[src/rtl/ndma_mc.sv]
// Multi-channel word-copy DMA: round-robin over NumCh descriptors, OBI read/write managers, Depth-entry data FIFO.
// Optional NDMA_MC_ERR_EN adds rd_err_i/wr_err_i: abort, drain, flush, flag STATUS.err.
module ndma_mc #(
  parameter int NumCh     = 4,
  parameter int Depth     = 4,
  parameter int MaxTxSize = 256,
  parameter int DataWidth = 32
) (
  input  logic                   clk_i,
  input  logic                   rst_ni,
  input  logic                   cfg_req_i,
  input  logic                   cfg_we_i,
  input  logic [31:0]            cfg_addr_i,
  input  logic [31:0]            cfg_wdata_i,
  output logic                   cfg_gnt_o,
  output logic [31:0]            cfg_rdata_o,
  output logic                   cfg_rvalid_o,
  output logic                   rd_req_o,
  output logic [31:0]            rd_addr_o,
  input  logic                   rd_gnt_i,
  input  logic                   rd_rvalid_i,
  input  logic [DataWidth-1:0]   rd_rdata_i,
`ifdef NDMA_MC_ERR_EN
  input  logic                   rd_err_i,
  input  logic                   wr_err_i,
`endif
  output logic                   wr_req_o,
  output logic [31:0]            wr_addr_o,
  output logic [DataWidth-1:0]   wr_wdata_o,
  output logic [DataWidth/8-1:0] wr_be_o,
  input  logic                   wr_gnt_i,
  input  logic                   wr_rvalid_i,
  output logic [NumCh-1:0]       irq_o
);
  localparam int CW  = $clog2(MaxTxSize + 1);
  localparam int CHW = (NumCh > 1) ? $clog2(NumCh) : 1;
  localparam int PW  = (Depth > 1) ? $clog2(Depth) : 1;
  localparam int OW  = $clog2(2 * Depth + 1);

  typedef enum logic [1:0] {IDLE, RUN, DONE} state_t;
  state_t state, state_n;

  logic [31:0]    src_q [NumCh];
  logic [31:0]    dst_q [NumCh];
  logic [CW-1:0]  len_q [NumCh];
  logic [31:0]    stride_q [NumCh];
  logic [NumCh-1:0] pend_q, done_q, err_q, done_n, err_n, irq_en_q, irq_q;

  logic [CHW-1:0] cur_q, last_q, pick;
  logic           found, start, finish, abort_q, err_hit;
  logic [CW-1:0]  j_len, rd_iss, wr_iss, wr_cnt;
  logic [31:0]    rd_addr_q, wr_addr_q;
  logic [15:0]    j_ss, j_ds;
  logic [OW-1:0]  out_cnt, fifo_cnt;
  logic [PW-1:0]  wptr, rptr;
  logic [DataWidth-1:0] mem [Depth];
  logic           rd_req, wr_req, rd_go, wr_go, rd_rsp, wr_rsp, push, pop, busy;

  logic [8:0]     a;
  logic [CHW-1:0] cfg_ch;
  logic [2:0]     reg_sel;
  logic           ch_ok, wr_en, lock;
  logic [31:0]    rmux;
  logic           unused_addr;

  assign a           = cfg_addr_i[8:0];
  assign unused_addr = ^{cfg_addr_i[31:9], cfg_addr_i[1:0]};
  assign cfg_ch      = a[5 +: CHW];
  assign reg_sel     = a[4:2];
  assign ch_ok       = !a[8] && (int'(a[7:5]) < NumCh);
  assign wr_en       = cfg_req_i && cfg_we_i;
  assign busy        = (state != IDLE);
  assign lock        = busy && (cfg_ch == cur_q);
  assign cfg_gnt_o   = cfg_req_i;

  always_comb begin
    rmux = '0;
    if (a == 9'h100) rmux[NumCh-1:0] = irq_en_q;
    else if (ch_ok) begin
      case (reg_sel)
        3'd0: rmux = src_q[cfg_ch];
        3'd1: rmux = dst_q[cfg_ch];
        3'd2: rmux[CW-1:0] = len_q[cfg_ch];
        3'd3: rmux = stride_q[cfg_ch];
        3'd4: rmux[1:0] = {lock, pend_q[cfg_ch]};
        3'd5: rmux[1:0] = {err_q[cfg_ch], done_q[cfg_ch]};
        default: rmux = '0;
      endcase
    end
  end

  // Round-robin: first pending channel after the last one granted.
  always_comb begin
    found = 1'b0;
    pick  = '0;
    for (int i = 1; i <= NumCh; i++) begin
      logic [CHW-1:0] idx;
      idx = CHW'((int'(last_q) + i) % NumCh);
      if (!found && pend_q[idx]) begin
        found = 1'b1;
        pick  = idx;
      end
    end
  end

  assign rd_req = (state == RUN) && !abort_q && (rd_iss < j_len) && ((out_cnt + fifo_cnt) < OW'(Depth));
  assign wr_req = (state == RUN) && !abort_q && (fifo_cnt != '0) && (wr_iss < j_len);
  assign rd_go  = rd_req && rd_gnt_i;
  assign wr_go  = wr_req && wr_gnt_i;
  assign rd_rsp = (state == RUN) && rd_rvalid_i;
  assign wr_rsp = (state == RUN) && wr_rvalid_i;
`ifdef NDMA_MC_ERR_EN
  assign err_hit = (rd_rsp && rd_err_i) || (wr_rsp && wr_err_i);
`else
  assign err_hit = 1'b0;
`endif
  assign push = rd_rsp && !abort_q && !err_hit;
  assign pop  = wr_go;

  assign rd_req_o   = rd_req;
  assign rd_addr_o  = rd_req ? rd_addr_q : '0;
  assign wr_req_o   = wr_req;
  assign wr_addr_o  = wr_req ? wr_addr_q : '0;
  assign wr_wdata_o = wr_req ? mem[rptr] : '0;
  assign wr_be_o    = {(DataWidth/8){wr_req}};
  assign irq_o      = irq_q;

  always_ff @(posedge clk_i) begin
    if (!rst_ni) state <= IDLE;
    else         state <= state_n;
  end

  always_comb begin
    state_n = state;
    start   = 1'b0;
    finish  = 1'b0;
    case (state)
      IDLE: if (found) begin
        start   = 1'b1;
        state_n = (len_q[pick] == '0) ? DONE : RUN;
      end
      RUN: if (abort_q ? (out_cnt == '0 && wr_iss == wr_cnt) : (wr_cnt == j_len)) state_n = DONE;
      DONE: begin
        finish  = 1'b1;
        state_n = IDLE;
      end
      default: state_n = IDLE;
    endcase
  end

  // Completion set wins over a same-cycle write-1-to-clear.
  always_comb begin
    done_n = done_q;
    err_n  = err_q;
    if (wr_en && ch_ok && reg_sel == 3'd5) begin
      if (cfg_wdata_i[0]) done_n[cfg_ch] = 1'b0;
      if (cfg_wdata_i[1]) err_n[cfg_ch]  = 1'b0;
    end
    if (finish) begin
      done_n[cur_q] = 1'b1;
      if (abort_q) err_n[cur_q] = 1'b1;
    end
  end

  always_ff @(posedge clk_i) begin
    if (push) mem[wptr] <= rd_rdata_i;
  end

  always_ff @(posedge clk_i) begin
    if (!rst_ni) begin
      for (int c = 0; c < NumCh; c++) begin
        src_q[c] <= '0; dst_q[c] <= '0; len_q[c] <= '0; stride_q[c] <= '0;
      end
      pend_q <= '0; done_q <= '0; err_q <= '0; irq_en_q <= '0; irq_q <= '0;
      cfg_rvalid_o <= 1'b0; cfg_rdata_o <= '0;
      cur_q <= '0; last_q <= CHW'(NumCh - 1); abort_q <= 1'b0;
      j_len <= '0; rd_iss <= '0; wr_iss <= '0; wr_cnt <= '0;
      rd_addr_q <= '0; wr_addr_q <= '0; j_ss <= '0; j_ds <= '0;
      out_cnt <= '0; fifo_cnt <= '0; wptr <= '0; rptr <= '0;
    end else begin
      cfg_rvalid_o <= cfg_req_i;
      cfg_rdata_o  <= (cfg_req_i && !cfg_we_i) ? rmux : '0;
      if (wr_en && a == 9'h100) irq_en_q <= cfg_wdata_i[NumCh-1:0];
      if (wr_en && ch_ok && !lock) begin
        case (reg_sel)
          3'd0: src_q[cfg_ch] <= cfg_wdata_i;
          3'd1: dst_q[cfg_ch] <= cfg_wdata_i;
          3'd2: len_q[cfg_ch] <= (cfg_wdata_i > 32'(MaxTxSize)) ? CW'(MaxTxSize) : cfg_wdata_i[CW-1:0];
          3'd3: stride_q[cfg_ch] <= cfg_wdata_i;
          default: ;
        endcase
      end
      // A pending set on the channel being launched survives as a queued rerun.
      if (start) pend_q[pick] <= 1'b0;
      if (wr_en && ch_ok && reg_sel == 3'd4 && cfg_wdata_i[0]) pend_q[cfg_ch] <= 1'b1;
      done_q <= done_n;
      err_q  <= err_n;
      irq_q  <= done_n & irq_en_q;

      if (start) begin
        cur_q <= pick; last_q <= pick; abort_q <= 1'b0;
        j_len <= len_q[pick];
        rd_addr_q <= src_q[pick]; wr_addr_q <= dst_q[pick];
        j_ss <= stride_q[pick][15:0]; j_ds <= stride_q[pick][31:16];
        rd_iss <= '0; wr_iss <= '0; wr_cnt <= '0;
        out_cnt <= '0; fifo_cnt <= '0; wptr <= '0; rptr <= '0;
      end else begin
        if (rd_go) begin
          rd_iss    <= rd_iss + CW'(1);
          rd_addr_q <= rd_addr_q + {16'b0, j_ss};
        end
        if (wr_go) begin
          wr_iss    <= wr_iss + CW'(1);
          wr_addr_q <= wr_addr_q + {16'b0, j_ds};
        end
        if (wr_rsp) wr_cnt <= wr_cnt + CW'(1);
        case ({rd_go, rd_rsp})
          2'b10:   out_cnt <= out_cnt + OW'(1);
          2'b01:   out_cnt <= out_cnt - OW'(1);
          default: ;
        endcase
        if (err_hit) abort_q <= 1'b1;
        if (abort_q || err_hit) begin
          fifo_cnt <= '0; wptr <= '0; rptr <= '0;
        end else begin
          if (push) wptr <= (wptr == PW'(Depth - 1)) ? '0 : wptr + PW'(1);
          if (pop)  rptr <= (rptr == PW'(Depth - 1)) ? '0 : rptr + PW'(1);
          case ({push, pop})
            2'b10:   fifo_cnt <= fifo_cnt + OW'(1);
            2'b01:   fifo_cnt <= fifo_cnt - OW'(1);
            default: ;
          endcase
        end
      end
    end
  end
endmodule
[config.mk]
export PLATFORM = sky130hd
export DESIGN_NAME = ndma_mc
export DESIGN_NICKNAME = d
export VERILOG_FILES = /design/src/rtl/ndma_mc.sv
export SDC_FILE = /design/constraint.sdc
export NUM_CORES = 1
export LEC_CHECK = 0
export CORE_MARGIN = 1.5
export CORE_UTILIZATION = 45
export CTS_BUF_LIST = sky130_fd_sc_hd__clkbuf_16
export DETAILED_ROUTE_END_ITERATION = 6
export SLEW_MARGIN = 5
export SYNTH_ARGS = -nofsm -noshare
export SYNTH_HDL_FRONTEND = slang
export SYNTH_SLANG_ARGS = --single-unit
[constraint.sdc]
create_clock -name clk_i -period 6.1 [get_ports clk_i]
set_clock_uncertainty 0.1 [all_clocks]
set_input_delay 0.61 -clock clk_i [delete_from_list [all_inputs] [get_ports clk_i]]
set_output_delay 0.61 -clock clk_i [all_outputs]
set_load 0.02 [all_outputs]
==> results by group, run 1 <==
Power
  • Sequential share of power: between 50% and 60%
  • Switching power: 2.59 mW
  • Internal power consumption: 8.52 mW
  • Combinational share of power: 5.6%
  • Pwr Density: 260 mW/mm2
  • VDD IR max: 0.230 mV
  • Sw Ratio: 23.3%
  • Leakage: roughly 16 nW
  • Clock power frac: 43.6%

Logic synthesis
  • Yosys top cell by area: edfxtp_1
  • Share of the synthesized area in the top cell type: 44.7%
  • Commonest cells in the netlist: nand2_1, edfxtp_1, nor2_1, nand3_1, dfxtp_1
  • Post-Syn Area per Cell: roughly 11 um2
  • Count leader, synth: nand2_1
  • Seq cells post-synth: 753
  • Dominant synthesized flop cell: edfxtp_1
  • Sequential cell area fraction in the yosys report: 55.8%
  • Synthesis Warnings: 0
  • Post-synth ARST share: 0%
  • Netlist cell types: 72
  • Synthesized Nets: 3646
  • Top cells by area, synth: edfxtp_1, dfxtp_1, mux4_2
  • Area of the mapped netlist: 0.0368 mm2
  • Number of flops mapped to enable cells by yosys: 548
  • Synth Instances: 3476

Clock network
  • Post-CTS resize count: 0
  • Num Clock Sinks: 753
  • TritonCTS Buffers: 83
  • Number of setup buffers added after CTS: 0
  • H-Tree Depth: 3
  • CTS tree: built
  • Clk buf depth: 3
  • Reg clk slew, reported paths: 0.06 ns
  • Root Buffer: clkbuf_16
  • Skew-Pair Late Insertion Delay: 0.65 ns
  • Hold buffer count at cts: 0

Detailed routing
  • DRC: 0
  • Total Wirelength: 117000 um
  • Vias: about 28000
  • ANT nets after route: 0
  • Post-DR wirelength/cell: 24.7 um
  • Vias per cell: 5.90
  • First DRT Iteration DRCs: between 2000 and 3000
  • DRT Pass-1 Iters: 5

Die
  • Core Area: 0.0808 mm2
  • Ports: roughly 240
  • Initial core utilization: approximately 46%
  • Die area: 0.0836 mm2
  • Die X: 289 um
  • Die Y: 289 um
  • Num rows: 104

Finish
  • Layout Nets: 3787
  • Area growth from synthesis to layout: 16.2%
  • Finished Core Util: 52.9%
  • Share of cells above drive strength 1: 10.0%

Placed design
  • Gp weighted congestion: 0.871
  • Post-DP HPWL: 76100 um
  • I/O Buffers: 220

Critical path
  • CP Launch Type: flip-flop
  • Family with the most delay on the worst path: buffers and inverters
  • Crit-path slowest cell: clkdlybuf4s50_1
  • Crit path DAT: 3.81 ns
  • CP Capture Type: primary output
  • Critical path buffers and inverters: 3
  • Worst path max stage delay: 0.63 ns
  • WS Path Type: reg2out
  • CP required: ~5.4 ns
  • Worst Path Max Fanout: 37
  • Worst-path cell chain: inv_1, ha_1, a2111oi_0, o211a_2, buf_4, and2_1, clkdlybuf4s50_1

Timing
  • Worst slew pin tran: about 1.1 ns
  • Fin crit share: roughly three quarters
  • Fmax: roughly 220 MHz
  • Hold slack: 0.339 ns
  • Slew headroom: ~24%
  • Setup TNS: 0 ns
  • Setup violations, final: 0
  • Final hold vios: 0
  • Slew Viols, Final: 0
  • Unrepaired setup endpoints after global routing: false
  • Period minus WS final: between 4 and 5 ns

Global routing
  • First-pass GRT wire length: 172000 um
  • Global Route Usage Sum: between 20 and 30%
  • Antenna violations before repair: 10
  • Vias in the first global route: 26623
  • Global route overflow: 0
  • Largest net degree at the start of global routing: approximately 120

Job
  • Max_cap viols: 0

Outcome
  • Status: finished, final reports clean

Hold path
  • Hold Crit Class: reg2reg
-- placed cells by master (no fill, tap or decap), drive strengths merged, types with 12 or more instances in the layout --
cell and instances:
a31oi 29, inv 163, a21oi 163, clkbuf 89, xnor2 39, a21o 16
buf 71, a22oi 25, mux2i 33, and3 35, dfxtp 205, nor4 24
or3 13, mux4 143, nor3 26, nand2 698, and2 105, o21ai 59
a311oi 12, nand3 228, nand4 25, edfxtp 548, nor2b 13, clkinv 31
clkdlybuf4s50 216, a211oi 28, nor2 416, xor2 44, ha 64
-- flip-flops by register name, summed over array words and instances (netlist names), 4 cells and up, named ones only --
| name | count |
|---|---|
| dst_q | 128 |
| wr_iss | 9 |
| j_len | 9 |
| stride_q | 128 |
| src_q | 128 |
| cfg_rdata_o | 32 |
| fifo_cnt | 4 |
| err_q | 4 |
| rd_addr_q | 32 |
| mem | 128 |
| wr_addr_q | 32 |
| out_cnt | 4 |
| irq_o | 4 |
| len_q | 36 |
| irq_en_q | 4 |
| pend_q | 4 |
| done_q | 4 |
| rd_iss | 9 |
| j_ds | 16 |
| j_ss | 16 |
| wr_cnt | 9 |
-- tightest hold or removal path: cells and delay by family, from the launching register on --
family,cells,cell delay [ns]
flops,1,0.31
compound gates,1,0.03
simple gates,1,0.05
-- layer usage --
layer | wire length, um | vias to the layer above | GRT usage [%]
li1 | - | 12672 | -
met1 | 48400 | 13778 | 39.0
met2 | 53400 | 1291 | 43.4
met3 | 11800 | 252 | 6.05
met4 | 3580 | 12 | 9.47
met5 | 103 | - | 0
-- cells by family (layout without fill, tap and decap cells) --
group / after synthesis / after routing / share of synthesized area, %
other cells: 0 / 1 / 0
buf+inv: 363 / 574 / 3.89
mux: 176 / 176 / 9.64
fa+ha+maj: 66 / 66 / 2.28
xor+xnor: 83 / 83 / 1.97
compound gates: 415 / 415 / 7.12
simple gates: 1620 / 1620 / 19.3
flops: 753 / 753 / 55.8
-- cell type report --
| cell class | count | area, um2 |
|---|---|---|
| tap | 1060 | 1330 |
| clock inverter | 66 | 382 |
| antenna | 1 | 2.50 |
| multi-input combinational | 2360 | 15000 |
| timing repair buffer | 287 | 2740 |
| clock buffer | 89 | 2230 |
| inverter | 132 | 498 |
| sequential | 753 | 20600 |
| fill | 7092 | 38000 |
-- power groups by stage --
stage	logic [mW]	clock network [mW]	registers, mW
2_1_floorplan	0.328	0	5.73
3_3_place_gp	0.611	0	5.74
3_5_place_dp	0.613	0	5.74
4_1_cts	0.616	4.89	5.63
5_1_grt	0.646	5.08	5.65
6_report	0.621	4.85	5.64
-- final timing paths --
| path | startpoint | end | slack, ns | cells after the start |
|---|---|---|---|---|
| min | err_q[3] | err_q[3] | 0.34 | 2 |
| max reg2reg | j_len[1] | wr_addr_q[24] | 1.95 | 11 |
| max | j_len[1] | wr_wdata_o[16] | 1.58 | 7 |
| min reg2reg | err_q[3] | err_q[3] | 0.34 | 2 |
-- stage by stage --
| stage | power (mW) | area [um2] | cells | worst slack [ns] |
|---|---|---|---|---|
| finish | 11.1 | 42800 | 4748 | 1.58 |
| global route | 11.4 | 42800 | 4747 | 1.34 |
| CTS | 11.1 | 42800 | 4747 | 1.48 |
| detailed placement | 6.36 | 40200 | 4592 | 1.81 |
| global placement | 6.35 | 40200 | 4592 | 1.84 |
| floorplan | 6.06 | 36800 | 3476 | 1.26 |
Note: power is estimated with default switching activity, not from simulation.
==> run 2: changes to the inputs <==
PLACE_DENSITY = 0.66   (was default)
clock period = 3.9 ns   (was 6.1 ns; I/O delays follow)
==> results by group, run 2 (synthesis gave the netlist of run 1 again) <==
Detailed routing
  • Vias per cell: 5.93
  • First DRT Iteration DRCs: 3168
  • DRT Pass-1 Iters: 6
  • DRC: 0
  • Vias: between 20000 and 30000
  • Total Wirelength: ~110000 um
  • ANT nets after route: 0
  • Post-DR wirelength/cell: 23.9 um

Global routing
  • Largest net degree at the start of global routing: 102
  • First-pass GRT wire length: 170000 um
  • Antenna violations before repair: 8
  • Vias in the first global route: 27346
  • Global Route Usage Sum: between 20% and 30%
  • Global route overflow: 0

Hold path
  • WHS Endpoint: pend_q[3]
  • Hold_sp: cfg_addr_i[6]
  • Hold Crit Class: in2reg
  • Hold path cells: 3

Timing
  • Fmax: between 200 and 300 MHz
  • Setup violations, final: 0
  • Period minus WS final: 3.75 ns
  • Fin crit share: 96.0%
  • Slew headroom: between 30% and 40%
  • Final Worst Setup Slack: 0.154 ns
  • Slew Viols, Final: 0
  • Worst slew pin tran: 0.902 ns
  • Final hold vios: 0
  • Unrepaired setup endpoints after global routing: false

Die
  • Die X: 289 um
  • Die area: approximately 0.084 mm2
  • Ports: 244
  • Die Y: 289 um
  • Core Area: ~0.08 mm2
  • Initial core utilization: 45.6%
  • Num rows: 104

Placed design
  • I/O Buffers: 220
  • Post-DP HPWL: 76400 um
  • Setup WS pre-CTS: about 0.52 ns
  • Post-placement cell area: around 0.041 mm2
  • Gp weighted congestion: ~0.91

Clock network
  • Number of setup buffers added after CTS: 0
  • H-Tree Depth: 3
  • Clk buf depth: 3
  • CTS tree: built
  • Skew-Pair Late Insertion Delay: 0.65 ns
  • TritonCTS Buffers: 83
  • Reg clk slew, reported paths: ~0.06 ns
  • Root Buffer: clkbuf_16
  • Num Clock Sinks: about 750

Critical path
  • Cells on worst reg2reg path: 12
  • R2r setup slk: 0.51 ns
  • CP required: 3.41 ns
  • Crit path DAT: ~3.3 ns
  • Crit path launch: j_len[8]
  • CP Launch Type: flip-flop
  • Reg2Reg Launch Point: j_len[1]
  • Worst Path Max Fanout: 35
  • WS Path Type: reg2out
  • Worst-path cell chain: inv_1, ha_1, and4_1, a211o_1, a21oi_1, o211a_2, buf_8, and2_1, clkdlybuf4s50_1
  • Critical R2R Capture: wr_addr_q[24]
  • Family with the most delay on the worst path: buffers and inverters
  • CP Capture Type: primary output
  • Crit-path slowest cell: clkdlybuf4s50_1
  • Worst path max stage delay: 0.60 ns
  • Critical path buffers and inverters: 3

Finish
  • Final instance area: roughly 0.044 mm2
  • Most common cell after layout, fill and taps aside: nand2_1
  • Commonest non-fill, non-tap cells in the layout: nand2_1, edfxtp_1, nor2_1, nand3_1, dfxtp_1
  • Area growth from synthesis to layout: 18.2%
  • Share of cells above drive strength 1: 11.5%
  • Layout Nets: 3840

Power
  • Pwr Density: ~400 mW/mm2
  • Leakage: approximately 17 nW
  • VDD IR max: ~0.48 mV

Outcome
  • Status: finished, final reports clean

Job
  • Max_cap viols: 0
run 2: cell count changes in the layout (fill, tap and decap cells not counted), sizes merged:
cell,previous run,this run
bufinv,2,5
inv,163,152
clkdlybuf4s50,216,200
buf,71,122
diode,1,2
dlymetal6s2s,0,16
clkinv,31,41
dlygate4sd3,0,2
clkinvlp,2,3
clkbuf,89,85
run 2: worst register-to-register path: stages, from the launching register on:
cell and delay (ns):
dfxtp_1 0.39, inv_1 0.09, ha_1 0.29, a2111oi_0 0.36
o211a_2 0.26, buf_4 0.27, nand2_1 0.11, inv_1 0.10
buf_4 0.31, o211ai_1 0.34, a211oi_1 0.39, xnor2_1 0.16
o21ai_0 0.08
run 2: worst max path at each step:
| stage | to | slack, ns | cells past startpoint |
|---|---|---|---|
| after floorplan | dst_q[3][0] | -0.72 | 6 |
| after global placement | dst_q[2][30] | 0.52 | 6 |
| after detailed placement | wr_addr_q[24] | 0.52 | 12 |
| after CTS | rd_addr_o[1] | 0.002 | 8 |
| after global routing | rd_addr_o[24] | 0.003 | 9 |
| final | rd_addr_o[29] | 0.15 | 9 |
run 2: through the flow:
step                std cells  hold WS, ns  utilization [%]  setup TNS, ns  total power [mW]
floorplan                3476        0.309                -         -69.23              9.48
global placement         4643        0.319             50.5              0              9.95
detailed placement       4643        0.326             50.5              0              9.97
CTS                      4799       0.0824             53.8              0              17.5
global route             4799        0.108             53.9              0              17.9
finish                   4801        0.114             53.9              0              17.5
run 2: power breakdown:
group          internal, mW  switching [mW]
clock network          4.32            3.32
registers              8.73          0.0871
logic                 0.372           0.634
total                  13.4            4.04
run 2: repair_timing:
action,CTS,global route
setup endpoints to repair,32,43
gates cloned,0,0
resized for setup,1,20
hold buffers,2,0
hold endpoints to repair,3,0
run 2: final cells by class:
type | instances | area, um2
fillers | 7003 | 37300
flip-flops and latches | 753 | 20600
multi-input cells | 2360 | 15100
repair buffers | 340 | 3440
clock buffers | 85 | 2130
well taps | 1060 | 1330
clock inverters | 69 | 534
inverters | 132 | 498
diodes | 2 | 5.00
run 2: per-layer routing:
| layer | wire length [um] | up-vias | part of all wire (%) | global-route usage, % |
|---|---|---|---|---|
| met4 | 3900 | 8 | 3.4 | 9.99 |
| met2 | 52500 | 1543 | 46 | 42.9 |
| met3 | 13400 | 276 | 12 | 7.08 |
| li1 | - | 12799 | - | - |
| met1 | 44900 | 13827 | 39 | 36.9 |
| met5 | 46 | - | 0.040 | 0 |
